[config.mk]
export PLATFORM = sky130hd
export DESIGN_NAME = block_b_requester_flat
export DESIGN_NICKNAME = d
export VERILOG_FILES = /design/src/rtl/block_b_requester_if.sv /design/src/rtl/block_b_requester.sv /design/src/flat_wrapper.sv
export SDC_FILE = /design/constraint.sdc
export NUM_CORES = 1
export LEC_CHECK = 0
export CORE_MARGIN = 4
export CORE_UTILIZATION = 45
export DETAILED_ROUTE_END_ITERATION = 16
export GPL_TIMING_DRIVEN = 0
export PLACE_DENSITY = 0.68
export SKIP_CTS_REPAIR_TIMING = 1
export SLEW_MARGIN = 0
export SYNTH_ARGS = -nofsm -noshare
export SYNTH_HDL_FRONTEND = slang
export SYNTH_SLANG_ARGS = --single-unit
[constraint.sdc]
create_clock -name Clk -period 2.2 [get_ports Clk]
set_input_delay 0.22 -clock Clk [delete_from_list [all_inputs] [get_ports Clk]]
set_output_delay 0.22 -clock Clk [all_outputs]
set_load 0.1 [all_outputs]
[src/rtl/block_b_requester_if.sv]
// Bundle of the requester's control and DataRequest/Ack handshake signals.
// The master modport is the requester side; the slave modport is the responder/controller side.
interface block_b_requester_if #(
   parameter int unsigned WIDTH = 8,
   parameter int unsigned CNT_W = 4
);
   logic             Start;
   logic [CNT_W-1:0] BurstLen;
   logic             Ack;
   logic [WIDTH-1:0] Data;
   logic             DataRequest;
   logic [WIDTH-1:0] DataOut;
   logic             DataValid;
   logic             Busy;
   logic             Done;
   logic             Error;
   logic [CNT_W-1:0] WordCount;

   modport master (
      input  Start, BurstLen, Ack, Data,
      output DataRequest, DataOut, DataValid, Busy, Done, Error, WordCount
   );

   modport slave (
      output Start, BurstLen, Ack, Data,
      input  DataRequest, DataOut, DataValid, Busy, Done, Error, WordCount
   );
endinterface

[src/rtl/block_b_requester.sv]
// Four-phase DataRequest/Ack burst initiator with a per-phase timeout.
// Captures one word per handshake and flags a dead responder with a sticky Error.
module block_b_requester #(
   parameter int unsigned WIDTH   = 8,
   parameter int unsigned CNT_W   = 4,
   parameter int unsigned TIMEOUT = 15
) (
   input  logic                Clk,
   input  logic                ResetN,
   block_b_requester_if.master bus
);
   localparam int unsigned TMO_W = $clog2(TIMEOUT + 1);
   localparam logic [TMO_W-1:0] TMO_LAST = TMO_W'(TIMEOUT - 1);

   typedef enum logic [1:0] {
      S_IDLE = 2'd0,
      S_REQ  = 2'd1,
      S_REL  = 2'd2,
      S_ERR  = 2'd3
   } state_e;

   state_e           state_q;
   logic [TMO_W-1:0] tmo_q;
   logic [TMO_W-1:0] tmo_d;
   logic [CNT_W-1:0] len_q;
   logic [CNT_W-1:0] wc_q;
   logic [CNT_W-1:0] wc_d;
   logic [WIDTH-1:0] dout_q;
   logic             req_q;
   logic             dv_q;
   logic             busy_q;
   logic             done_q;
   logic             err_q;
   logic             start_ok;

   assign tmo_d = tmo_q + TMO_W'(1);
   // Count saturates at the latched burst length.
   assign wc_d  = (wc_q == len_q) ? wc_q : wc_q + CNT_W'(1);

   // A Start in ERR is only honoured once the responder has released Ack.
   assign start_ok = bus.Start &&
                     ((state_q == S_IDLE) || ((state_q == S_ERR) && !bus.Ack));

   always_ff @(posedge Clk) begin
      if (!ResetN) begin
         state_q <= S_IDLE;
         tmo_q   <= '0;
         len_q   <= '0;
         wc_q    <= '0;
         dout_q  <= '0;
         req_q   <= 1'b0;
         dv_q    <= 1'b0;
         busy_q  <= 1'b0;
         done_q  <= 1'b0;
         err_q   <= 1'b0;
      end else begin
         dv_q   <= 1'b0;
         done_q <= 1'b0;
         case (state_q)
            S_IDLE, S_ERR: begin
               if (start_ok) begin
                  err_q <= 1'b0;
                  wc_q  <= '0;
                  tmo_q <= '0;
                  if (bus.BurstLen != '0) begin
                     len_q   <= bus.BurstLen;
                     req_q   <= 1'b1;
                     busy_q  <= 1'b1;
                     state_q <= S_REQ;
                  end else begin
                     done_q  <= 1'b1;
                     state_q <= S_IDLE;
                  end
               end
            end
            S_REQ: begin
               if (bus.Ack) begin
                  dout_q  <= bus.Data;
                  dv_q    <= 1'b1;
                  wc_q    <= wc_d;
                  req_q   <= 1'b0;
                  tmo_q   <= '0;
                  state_q <= S_REL;
               end else if (tmo_q == TMO_LAST) begin
                  req_q   <= 1'b0;
                  busy_q  <= 1'b0;
                  err_q   <= 1'b1;
                  state_q <= S_ERR;
               end else begin
                  tmo_q <= tmo_d;
               end
            end
            S_REL: begin
               if (!bus.Ack) begin
                  if (wc_q == len_q) begin
                     done_q  <= 1'b1;
                     busy_q  <= 1'b0;
                     state_q <= S_IDLE;
                  end else begin
                     req_q   <= 1'b1;
                     tmo_q   <= '0;
                     state_q <= S_REQ;
                  end
               end else if (tmo_q == TMO_LAST) begin
                  busy_q  <= 1'b0;
                  err_q   <= 1'b1;
                  state_q <= S_ERR;
               end else begin
                  tmo_q <= tmo_d;
               end
            end
            default: begin
               req_q   <= 1'b0;
               busy_q  <= 1'b0;
               state_q <= S_IDLE;
            end
         endcase
      end
   end

   assign bus.DataRequest = req_q;
   assign bus.DataOut     = dout_q;
   assign bus.DataValid   = dv_q;
   assign bus.Busy        = busy_q;
   assign bus.Done        = done_q;
   assign bus.Error       = err_q;
   assign bus.WordCount   = wc_q;
endmodule

[src/flat_wrapper.sv]
// flat-port wrapper written by rule: the top's interface ports become plain ports
module block_b_requester_flat 
#(
   parameter int unsigned WIDTH   = 8,
   parameter int unsigned CNT_W   = 4,
   parameter int unsigned TIMEOUT = 15
)
  (Clk, ResetN, bus_Start, bus_BurstLen, bus_Ack, bus_Data, bus_DataRequest, bus_DataOut, bus_DataValid, bus_Busy, bus_Done, bus_Error, bus_WordCount);
  block_b_requester_if #(.WIDTH(WIDTH), .CNT_W(CNT_W)) bus_i ();
  input  logic Clk;
  input  logic ResetN;
  input wire logic [$bits(bus_i.Start)-1:0] bus_Start;
  input wire logic [$bits(bus_i.BurstLen)-1:0] bus_BurstLen;
  input wire logic [$bits(bus_i.Ack)-1:0] bus_Ack;
  input wire logic [$bits(bus_i.Data)-1:0] bus_Data;
  output wire logic [$bits(bus_i.DataRequest)-1:0] bus_DataRequest;
  output wire logic [$bits(bus_i.DataOut)-1:0] bus_DataOut;
  output wire logic [$bits(bus_i.DataValid)-1:0] bus_DataValid;
  output wire logic [$bits(bus_i.Busy)-1:0] bus_Busy;
  output wire logic [$bits(bus_i.Done)-1:0] bus_Done;
  output wire logic [$bits(bus_i.Error)-1:0] bus_Error;
  output wire logic [$bits(bus_i.WordCount)-1:0] bus_WordCount;
  assign bus_i.Start = bus_Start;
  assign bus_i.BurstLen = bus_BurstLen;
  assign bus_i.Ack = bus_Ack;
  assign bus_i.Data = bus_Data;
  assign bus_DataRequest = bus_i.DataRequest;
  assign bus_DataOut = bus_i.DataOut;
  assign bus_DataValid = bus_i.DataValid;
  assign bus_Busy = bus_i.Busy;
  assign bus_Done = bus_i.Done;
  assign bus_Error = bus_i.Error;
  assign bus_WordCount = bus_i.WordCount;
  block_b_requester #(.WIDTH(WIDTH), .CNT_W(CNT_W), .TIMEOUT(TIMEOUT)) u_core (.Clk(Clk), .ResetN(ResetN), .bus(bus_i));
endmodule
==> results.sh, run 1 <==
export IMPL_ys_ff_latch=27
export IMPL_htree_num_levels=1
export IMPL_yosys_warnings=0
export IMPL_avgSynthCellArea_um2=8.862
export IMPL_setup_violations=0
export IMPL_ir_worst_vdd_v=0.0002479
export IMPL_status="completed"
export IMPL_final_max_slew_viol_count=0
export IMPL_worstMarginPinSlew_ns=0.9779
export IMPL_syn_inst=169
export IMPL_die_y_um=65.69
export IMPL_top_usage_layer="met2"
export IMPL_fmax_mhz=465.9
export IMPL_slowest_stage="clkdlybuf4s50_1"
export IMPL_core_area_um2=3128
export IMPL_design_die_area_um2=4315
export IMPL_wirelength_mm=3.759
export IMPL_hold_viol_final=0
export IMPL_io_pins=33
export IMPL_rsz0062_at_grt="no"
export IMPL_dr_pass1_iters=4
export IMPL_cp_end_kind="primary output"
export IMPL_synth_edf_count=0
export IMPL_avgViaCountPerCell=5.524
export IMPL_async_flop_share=0
export IMPL_required_ns=1.98
export IMPL_initial_core_util=0.4788
export IMPL_vias=1359
export IMPL_n_antenna_cell=0
export IMPL_hp_class="in -> reg"
export IMPL_drc_errors=0
export IMPL_grt_pass1_wl_mm=6.375
export IMPL_met1_usage=0.2592
export IMPL_fin_util=0.6044
export IMPL_cts_tree="yes"
export IMPL_grt_overflow_total=0
export IMPL_ys_flop_type="dfxtp_1"
export IMPL_cts_root_buf="clkbuf_4"
export IMPL_port_buffers=30
export IMPL_numCtsBuffers=3
export IMPL_crit_type="reg -> out"
export IMPL_cp_buffers_inverters=1
export IMPL_synth_area_leaders="dfxtp_1 36%, mux2i_1 6.0%, ha_1 5.8%"
export IMPL_grt_max_degree=17
export IMPL_power_mw=1.080
export IMPL_ys_seq_area_frac=0.3609
export IMPL_cp_max_fo=6
export IMPL_finalCriticalPeriod_ns=2.146
export IMPL_drive_gt1_frac=0.1040
export IMPL_finalClockSkew_ns=0.003840
export IMPL_placed_cells=243
export IMPL_synth_most_common_cell="dfxtp_1"
export IMPL_fin_crit_sh=0.9756
export IMPL_grt_pass1_vias=1361
export IMPL_met2_usage=0.3041
export IMPL_p_leak_nw=0.7507
export IMPL_grt_use_met3=0.02222
export IMPL_insertion_delay_ns=0.33
export IMPL_maxCapViolations=0
export IMPL_ys_top_cells_by_count="27 x dfxtp_1, 22 x nand2_1, 17 x a21oi_1"
export IMPL_dp_hpwl_mm=2.805
export IMPL_synthDistinctLibCells=45
export IMPL_yosysTopAreaCell="dfxtp_1"
export IMPL_synth_area_um2=1498
export IMPL_timing_slew_headroom=0.3460
export IMPL_worst_path_dominant_cell_family="buffers and inverters"
export IMPL_place_gp_congestion=0.9058
export IMPL_cp_cell_sequence="clkdlybuf4s50_1"
export IMPL_synth_top_area_frac=0.3609
export IMPL_cts_sinks=27
export IMPL_cellPowerDensity_nw_per_um2=571.4
export IMPL_synth_net_count=192
export IMPL_wl_per_cell_um=15.28
export IMPL_critPathArrivalTime_ns=1.93
export IMPL_nNetsFinal=226
export IMPL_area_delta_synth_final_pct=26.23
export IMPL_antenna_found_initial=0
export IMPL_worst_setup_path_start_kind="flip-flop"
export IMPL_track_usage=0.1875
export IMPL_drtIter0Drc=84
export IMPL_ant_nets=0
export IMPL_row_count=20
export IMPL_stdcell_count=246
export IMPL_cts_buffer_depth=2
export IMPL_max_stage_delay_ns=1.16
export IMPL_clk_pin_slew_worst_paths_ns=0.16
export IMPL_die_x_um=65.69
registers in the layout, indices dropped and copies added, names as in the netlist:
name	count
u_core.tmo_q	4
u_core.state_q	2
u_core.bus.Busy	1
u_core.bus.DataOut	8
u_core.bus.Done	1
u_core.bus.DataValid	1
u_core.bus.Error	1
u_core.bus.WordCount	4
u_core.len_q	4
u_core.bus.DataRequest	1
placed cells by master, fill, tap and decap left out, types with 4 or more instances in the layout:
cell / netlist / routed
ha_1: 7 / 7
inv_1: 5 / 5
nand3_1: 6 / 6
a21oi_1: 17 / 17
nand2_1: 22 / 22
nor2_1: 9 / 8
clkbuf_1: 6 / 5
dfxtp_1: 27 / 26
o21ai_0: 5 / 5
xor2_2: 4 / 4
clkdlybuf4s50_1: 0 / 27
mux2i_1: 9 / 9
layer usage:
layer  vias up  wire length, µm
li1        673                -
met1       637             1762
met2        44             1745
met3         5              211
met4         0               38
met5         -                0
layout make-up:
class                      count  area [µm²]
fill                         294        1237
multi-input combinational    128       905.9
tap                           44       55.05
timing repair buffer          30       307.8
clock buffer                   3       22.52
sequential                    27       541.8
buffer                         7       27.53
clock inverter                 1       7.507
inverter                       6       22.52
path summary, 6_finish.rpt:
| kind | start | to | slack (ns) | depth (start not counted) |
|---|---|---|---|---|
| setup / recovery | u_core.bus.WordCount[0]$_SDFFE_PN0P_ | bus_WordCount[0] | 0.05 | 1 |
| hold / removal | ResetN | u_core.bus.WordCount[1]$_SDFFE_PN0P_ | 0.26 | 3 |
| setup reg to reg | u_core.state_q[0]$_SDFFE_PN0P_ | u_core.bus.DataRequest$_SDFFE_PN0P_ | 0.27 | 6 |
| hold reg to reg | u_core.bus.Busy$_SDFFE_PN0P_ | u_core.bus.Busy$_SDFFE_PN0P_ | 0.47 | 2 |
cell families (layout without fill, tap and decap cells):
logic type	count (synthesis)	count (layout)	synth area share
fa+ha+maj	7	7	0.05848
simple gates	62	62	0.2214
buf+inv	14	47	0.03592
compound gates	46	46	0.2197
flops	27	27	0.3609
mux	9	9	0.06015
xor+xnor	4	4	0.04344
metrics by stage:
stage	hold slack [ns]	worst slack [ns]	area (µm²)	TNS [ns]
2_1_floorplan	0.3560	0.02801	1499	0
3_3_place_gp	0.4428	0.1577	1854	0
3_5_place_dp	0.4416	0.1083	1854	0
4_1_cts	0.2485	-0.02648	1884	-0.04428
5_1_grt	0.2867	0.007520	1891	0
6_report	0.2636	0.05364	1891	0
tightest hold or removal path, stage by stage:
cell	delay [ns]
clkbuf_1	0.17
nand3_1	0.12
mux2i_1	0.06
report_power, final:
group | switching (mW) | total, mW | internal (mW)
Sequential | 0.0154 | 0.526 | 0.511
Clock | 0.158 | 0.228 | 0.0697
Combinational | 0.218 | 0.326 | 0.108
(Power assumes the default switching activity.)
==> run 2: changes to the inputs <==
--- a/config.mk
+++ b/config.mk
@@ -5,11 +5,10 @@
 export SDC_FILE = /design/constraint.sdc
 export NUM_CORES = 1
 export LEC_CHECK = 0
-export CORE_MARGIN = 4
 export CORE_UTILIZATION = 45
 export DETAILED_ROUTE_END_ITERATION = 16
 export GPL_TIMING_DRIVEN = 0
-export PLACE_DENSITY = 0.68
+export PLACE_DENSITY = 0.71
 export SKIP_CTS_REPAIR_TIMING = 1
 export SLEW_MARGIN = 0
 export SYNTH_ARGS = -nofsm -noshare
==> constraint.sdc (replaced) <==
create_clock -name Clk -period 1.89 [get_ports Clk]
set_input_delay 0.189 -clock Clk [delete_from_list [all_inputs] [get_ports Clk]]
set_output_delay 0.189 -clock Clk [all_outputs]
set_load 0.1 [all_outputs]
==> run 2 against run 1 <==
Clock power grew 15%; flip-flop and latch count is the same; critical path depth grew 5; register-to-register slack lost 0.15 ns; via count grew 1.8%; sequential share of layout area shrank 1.0 points; routed wire length grew 0.61%; sequential power grew 16%; largest power group unchanged.
==> results.sh, run 2 (synthesized netlist as in run 1, its figures left out) <==
export IMPL_hold_ws_ns=0.2359
export IMPL_ant_nets=0
export IMPL_post_dp_cell_area_um2=1858
export IMPL_die_y_um=59.69
export IMPL_grt_pass1_wl_mm=6.009
export IMPL_area_delta_synth_final_pct=31.75
export IMPL_fin_area_um2=1973
export IMPL_dr_pass1_iters=4
export IMPL_core_area_um2=3103
export IMPL_regArea_um2=545.5
export IMPL_drive_gt1_frac=0.1584
export IMPL_wirelength_mm=3.782
export IMPL_drtIter0Drc=86
export IMPL_hold_viol_final=0
export IMPL_initial_core_util=0.4827
export IMPL_cts_sinks=27
export IMPL_design_die_area_um2=3563
export IMPL_ir_worst_vdd_v=0.0003381
export IMPL_track_usage=0.2275
export IMPL_crit_path_start="u_core.state_q[0]$_SDFFE_PN0P_"
export IMPL_setup_slack_ns=0.1244
export IMPL_place_gp_congestion=0.8855
export IMPL_grt_max_degree=17
export IMPL_hp_class="in -> reg"
export IMPL_maxCapViolations=0
export IMPL_critPathArrivalTime_ns=2.01
export IMPL_dp_hpwl_mm=2.817
export IMPL_cp_end_kind="flip-flop"
export IMPL_n_antenna_cell=0
export IMPL_antenna_found_initial=0
export IMPL_nNetsFinal=226
export IMPL_timing_slew_headroom=0.3474
export IMPL_worstMarginPinSlew_ns=0.9773
export IMPL_finalClockSkew_ns=0.002735
export IMPL_htree_num_levels=1
export IMPL_status="completed"
export IMPL_required_ns=2.14
export IMPL_place_ws_ns=-0.2043
export IMPL_grt_pass1_vias=1347
export IMPL_final_max_slew_viol_count=0
export IMPL_avgViaCountPerCell=5.622
export IMPL_cts_tree="yes"
export IMPL_p_leak_nw=1.007
export IMPL_vias=1383
export IMPL_die_x_um=59.69
export IMPL_clk_pin_slew_worst_paths_ns=0.15
export IMPL_worst_setup_path_start_kind="flip-flop"
export IMPL_setup_violations=0
export IMPL_numCtsBuffers=3
export IMPL_final_common_cell="dfxtp_1"
export IMPL_row_count=20
export IMPL_fin_crit_sh=0.9342
export IMPL_cellPowerDensity_nw_per_um2=645.7
export IMPL_finalCriticalPeriod_ns=1.766
export IMPL_worst_r2r_setup_slack_ns=0.12
export IMPL_cts_buffer_depth=2
export IMPL_multiInputGateArea_um2=947.2
export IMPL_cts_root_buf="clkbuf_4"
export IMPL_grt_overflow_total=0
export IMPL_largest_reg_flops=8
export IMPL_final_cell_mix="23 x dfxtp_1, 22 x nand2_1, 17 x a21oi_1, 17 x dlymetal6s2s_1, 13 x clkdlybuf4s50_1"
export IMPL_io_pins=33
export IMPL_cp_max_fo=8
export IMPL_fmax_mhz=566.4
export IMPL_drc_errors=0
export IMPL_n_fill_cell=287
export IMPL_reg2reg_from="u_core.state_q[0]$_SDFFE_PN0P_"
export IMPL_rsz0062_at_grt="no"
export IMPL_crit_type="reg -> reg"
export IMPL_hp_start="ResetN"
export IMPL_insertion_delay_ns=0.33
export IMPL_port_buffers=30
export IMPL_wl_per_cell_um=15.37
-- run 2: cell count changes in the layout (fill, tap and decap cells not counted), moves of 3 or more --
cell and delta:
clkdlybuf4s50_1 -14, dfxtp_2 +3, dfxtp_1 -3, dlymetal6s2s_1 +14
-- run 2: critical path: stages (launching register included) --
cell and delay (ns):
dfxtp_1 0.42, inv_1 0.11, ha_1 0.27, nor2b_1 0.15, clkbuf_2 0.18, a21o_2 0.27
o221a_2 0.28
-- run 2: per-layer routing --
metal | share of wire | track usage | vias to the layer above | wire [µm]
li1 | - | - | 673 | -
met1 | 0.45 | 0.2842 | 660 | 1712
met2 | 0.49 | 0.3905 | 41 | 1835
met3 | 0.042 | 0.03030 | 9 | 158
met4 | 0.020 | 0.09635 | 0 | 75
met5 | 0 | 0 | - | 0
-- run 2: worst paths after layout --
kind / to / cells after the start
setup / recovery: u_core.tmo_q[3]$_SDFFE_PN0P_ / 6
hold / removal: u_core.bus.Done$_SDFF_PN0_ / 3
setup reg to reg: u_core.tmo_q[3]$_SDFFE_PN0P_ / 6
hold reg to reg: u_core.bus.Busy$_SDFFE_PN0P_ / 2
-- run 2: layout make-up --
| class | instances | area share |
|---|---|---|
| inverters | 6 | 0.01141 |
| clock buffers | 3 | 0.01141 |
| multi-input cells | 128 | 0.4800 |
| flip-flops and latches | 27 | 0.2765 |
| plain buffers | 7 | 0.01522 |
| clock inverters | 1 | 0.003805 |
| well taps | 44 | 0.02790 |
| repair buffers | 30 | 0.1737 |
-- run 2: metrics by stage --
stage | util | setup TNS (ns) | power (mW) | std cells
3_3_place_gp | 0.5988 | -0.9263 | 0.9923 | 243
4_1_cts | 0.6085 | -4.369 | 1.262 | 247
2_1_floorplan | - | 0 | 0.8980 | 169
3_5_place_dp | 0.5988 | -1.354 | 1.002 | 243
5_1_grt | 0.6359 | 0 | 1.336 | 246
6_report | 0.6359 | 0 | 1.274 | 246
-- run 2: report_power, final --
part / internal, mW / switching [mW]
registers: 0.594 / 0.0176
logic: 0.137 / 0.263
clock network: 0.0811 / 0.182
total: 0.812 / 0.462
==> run 3: changes to the inputs <==
--- a/config.mk
+++ b/config.mk
@@ -5,10 +5,12 @@
 export SDC_FILE = /design/constraint.sdc
 export NUM_CORES = 1
 export LEC_CHECK = 0
+export CORE_MARGIN = 8
 export CORE_UTILIZATION = 45
 export DETAILED_ROUTE_END_ITERATION = 16
 export GPL_TIMING_DRIVEN = 0
 export PLACE_DENSITY = 0.71
+export SETUP_SLACK_MARGIN = 0.15
 export SKIP_CTS_REPAIR_TIMING = 1
 export SLEW_MARGIN = 0
 export SYNTH_ARGS = -nofsm -noshare
==> run 3 against run 2 <==
Utilization decreased by 0.99 points; die area up 52%; clock-buffer cell count stayed put; first-iteration DRC count increased by 5.8%; flip-flop and latch count is the same; via count shrank 0.43%; critical path type unchanged; setup slack improved by 0.054 ns; power up 1.8%; combinational power is 5.8% higher; largest cell class unchanged; clock skew grew 0.0094 ns.
==> results.sh, run 3 (synthesized netlist as in run 1, its figures left out) <==
export IMPL_wl_per_cell_um=15.06
export IMPL_cts_root_buf="clkbuf_4"
export IMPL_drive_gt1_frac=0.2136
export IMPL_hp_start="ResetN"
export IMPL_clk_pin_slew_worst_paths_ns=0.16
export IMPL_fin_crit_sh=0.9055
export IMPL_stdcell_count=252
export IMPL_die_x_um=73.69
export IMPL_cts_buffer_depth=2
export IMPL_cp_cell_sequence="buf_4 > ha_2 > and2_1 > clkbuf_2 > nor4_1 > nor3_1"
export IMPL_hp_class="in -> reg"
export IMPL_cp_end_kind="flip-flop"
export IMPL_place_ws_ns=-0.06383
export IMPL_reg2reg_from="u_core.state_q[0]$_SDFFE_PN0P_"
export IMPL_drtIter0Drc=91
export IMPL_design_die_area_um2=5430
export IMPL_max_stage_delay_ns=0.39
export IMPL_track_usage=0.1337
export IMPL_area_delta_synth_final_pct=36.17
export IMPL_fmax_mhz=584.3
export IMPL_hold_viol_final=0
export IMPL_final_common_cell="nand2_1"
export IMPL_setup_violations=0
export IMPL_p_clk_frac=0.206
export IMPL_p_leak_nw=1.021
export IMPL_switchingPower_uw=468.3
export IMPL_io_pins=33
export IMPL_drc_errors=0
export IMPL_cellPowerDensity_nw_per_um2=636.1
export IMPL_finalClockSkew_ns=0.01210
export IMPL_internal_power_uw=829.0
export IMPL_core_area_um2=3258
export IMPL_insertion_delay_ns=0.33
export IMPL_grt_pass1_wl_mm=5.837
export IMPL_row_count=21
export IMPL_reg2reg_depth=6
export IMPL_place_gp_congestion=0.8723
export IMPL_n_antenna_cell=0
export IMPL_dr_pass1_iters=4
export IMPL_p_comb_frac=0.325
export IMPL_worst_r2r_setup_slack_ns=0.18
export IMPL_critPathArrivalTime_ns=1.95
export IMPL_slowest_stage="nor4_1"
export IMPL_final_max_slew_viol_count=0
export IMPL_cp_max_fo=10
export IMPL_required_ns=2.13
export IMPL_p_sw_frac=0.3610
export IMPL_initial_core_util=0.4597
export IMPL_regArea_um2=555.5
export IMPL_dp_hpwl_mm=2.863
export IMPL_hold_depth=3
export IMPL_htree_num_levels=1
export IMPL_cts_tree="yes"
export IMPL_fin_util=0.6260
export IMPL_final_cell_mix="22 x nand2_1, 21 x dfxtp_1, 17 x a21oi_1"
export IMPL_worstMarginPinSlew_ns=0.9856
export IMPL_grt_pass1_vias=1296
export IMPL_wirelength_mm=3.794
export IMPL_seqPwrFrac=0.469
export IMPL_nNetsFinal=230
export IMPL_n_fill_cell=299
export IMPL_ir_worst_vdd_v=0.0003860
export IMPL_crit_type="reg -> reg"
export IMPL_ant_nets=0
export IMPL_port_buffers=30
export IMPL_cts_sinks=27
export IMPL_numCtsBuffers=3
export IMPL_maxCapViolations=0
export IMPL_r2r_end="u_core.bus.Error$_SDFFE_PN0P_"
export IMPL_avgViaCountPerCell=5.464
export IMPL_finalCriticalPeriod_ns=1.711
export IMPL_die_y_um=73.69
export IMPL_status="completed"
export IMPL_grt_max_degree=17
export IMPL_hold_end="u_core.bus.WordCount[1]$_SDFFE_PN0P_"
export IMPL_setup_slack_ns=0.1786
export IMPL_tns_ns=0
export IMPL_antenna_found_initial=0
export IMPL_largest_reg_flops=8
export IMPL_placed_cells=245
export IMPL_multiInputGateArea_um2=975.9
export IMPL_vias=1377
export IMPL_timing_slew_headroom=0.3418
export IMPL_grt_overflow_total=0
export IMPL_rsz0062_at_grt="yes"
export IMPL_worst_setup_path_start_kind="flip-flop"
## run 3: cell count changes in the layout (fill, tap and decap cells not counted), sizes merged
cell,previous run,this run
clkbuf,9,10
dlymetal6s2s,17,16
buf,1,5
clkinvlp,1,0
inv,5,6
## run 3: worst max path at each step
| stage | startpoint | to | slack, ns | cells past startpoint |
|---|---|---|---|---|
| after floorplan | u_core.bus.WordCount[1]$_SDFFE_PN0P_ | u_core.bus.DataRequest$_SDFFE_PN0P_ | 0.15 | 4 |
| after global placement | bus_BurstLen[3] | u_core.bus.DataRequest$_SDFFE_PN0P_ | -0.02 | 5 |
| after detailed placement | u_core.state_q[0]$_SDFFE_PN0P_ | u_core.bus.WordCount[0]$_SDFFE_PN0P_ | -0.06 | 7 |
| after CTS | u_core.bus.WordCount[1]$_SDFFE_PN0P_ | bus_WordCount[1] | -0.23 | 1 |
| after global routing | u_core.state_q[0]$_SDFFE_PN0P_ | u_core.bus.Error$_SDFFE_PN0P_ | 0.14 | 6 |
| final | u_core.state_q[0]$_SDFFE_PN0P_ | u_core.bus.Error$_SDFFE_PN0P_ | 0.18 | 6 |
## run 3: layout make-up
class	instances	area share
clock buffers	3	0.01104
inverters	6	0.01104
flip-flops and latches	27	0.2724
repair buffers	33	0.1755
plain buffers	8	0.02025
multi-input cells	128	0.4785
clock inverters	1	0.003067
well taps	46	0.02822
## run 3: worst max-delay path, delay by kind of cell, from the launching register on
| kind | cells | cell delay, ns |
|---|---|---|
| and+or+nand+nor | 3 | 0.68 |
| buffers and inverters | 2 | 0.35 |
| adders and majority gates | 1 | 0.22 |
| DFF | 1 | 0.37 |
## run 3: power groups by stage
| stage | logic, mW | clock network (mW) | registers (mW) |
|---|---|---|---|
| after detailed placement | 0.376 | 0 | 0.622 |
| after floorplan | 0.166 | 0 | 0.729 |
| after global placement | 0.370 | 0 | 0.620 |
| after CTS | 0.378 | 0.269 | 0.609 |
| after global routing | 0.447 | 0.305 | 0.611 |
| final | 0.422 | 0.267 | 0.608 |
## run 3: layer usage
metal,GRT usage,part of all wire,vias up
met1,0.1657,0.43,658
met2,0.2283,0.51,36
met5,0,0,-
li1,-,-,679
met4,0.03326,0.0082,0
met3,0.02592,0.049,4
## run 3: stage by stage
| stage | total power [mW] | hold slack, ns | cell area (µm²) |
|---|---|---|---|
| 6_report | 1.297 | 0.2284 | 2039 |
| 5_1_grt | 1.363 | 0.2485 | 2039 |
| 4_1_cts | 1.255 | 0.2197 | 1901 |
| 3_5_place_dp | 0.9977 | 0.4496 | 1872 |
| 3_3_place_gp | 0.9902 | 0.4435 | 1872 |
| 2_1_floorplan | 0.8956 | 0.3250 | 1514 |
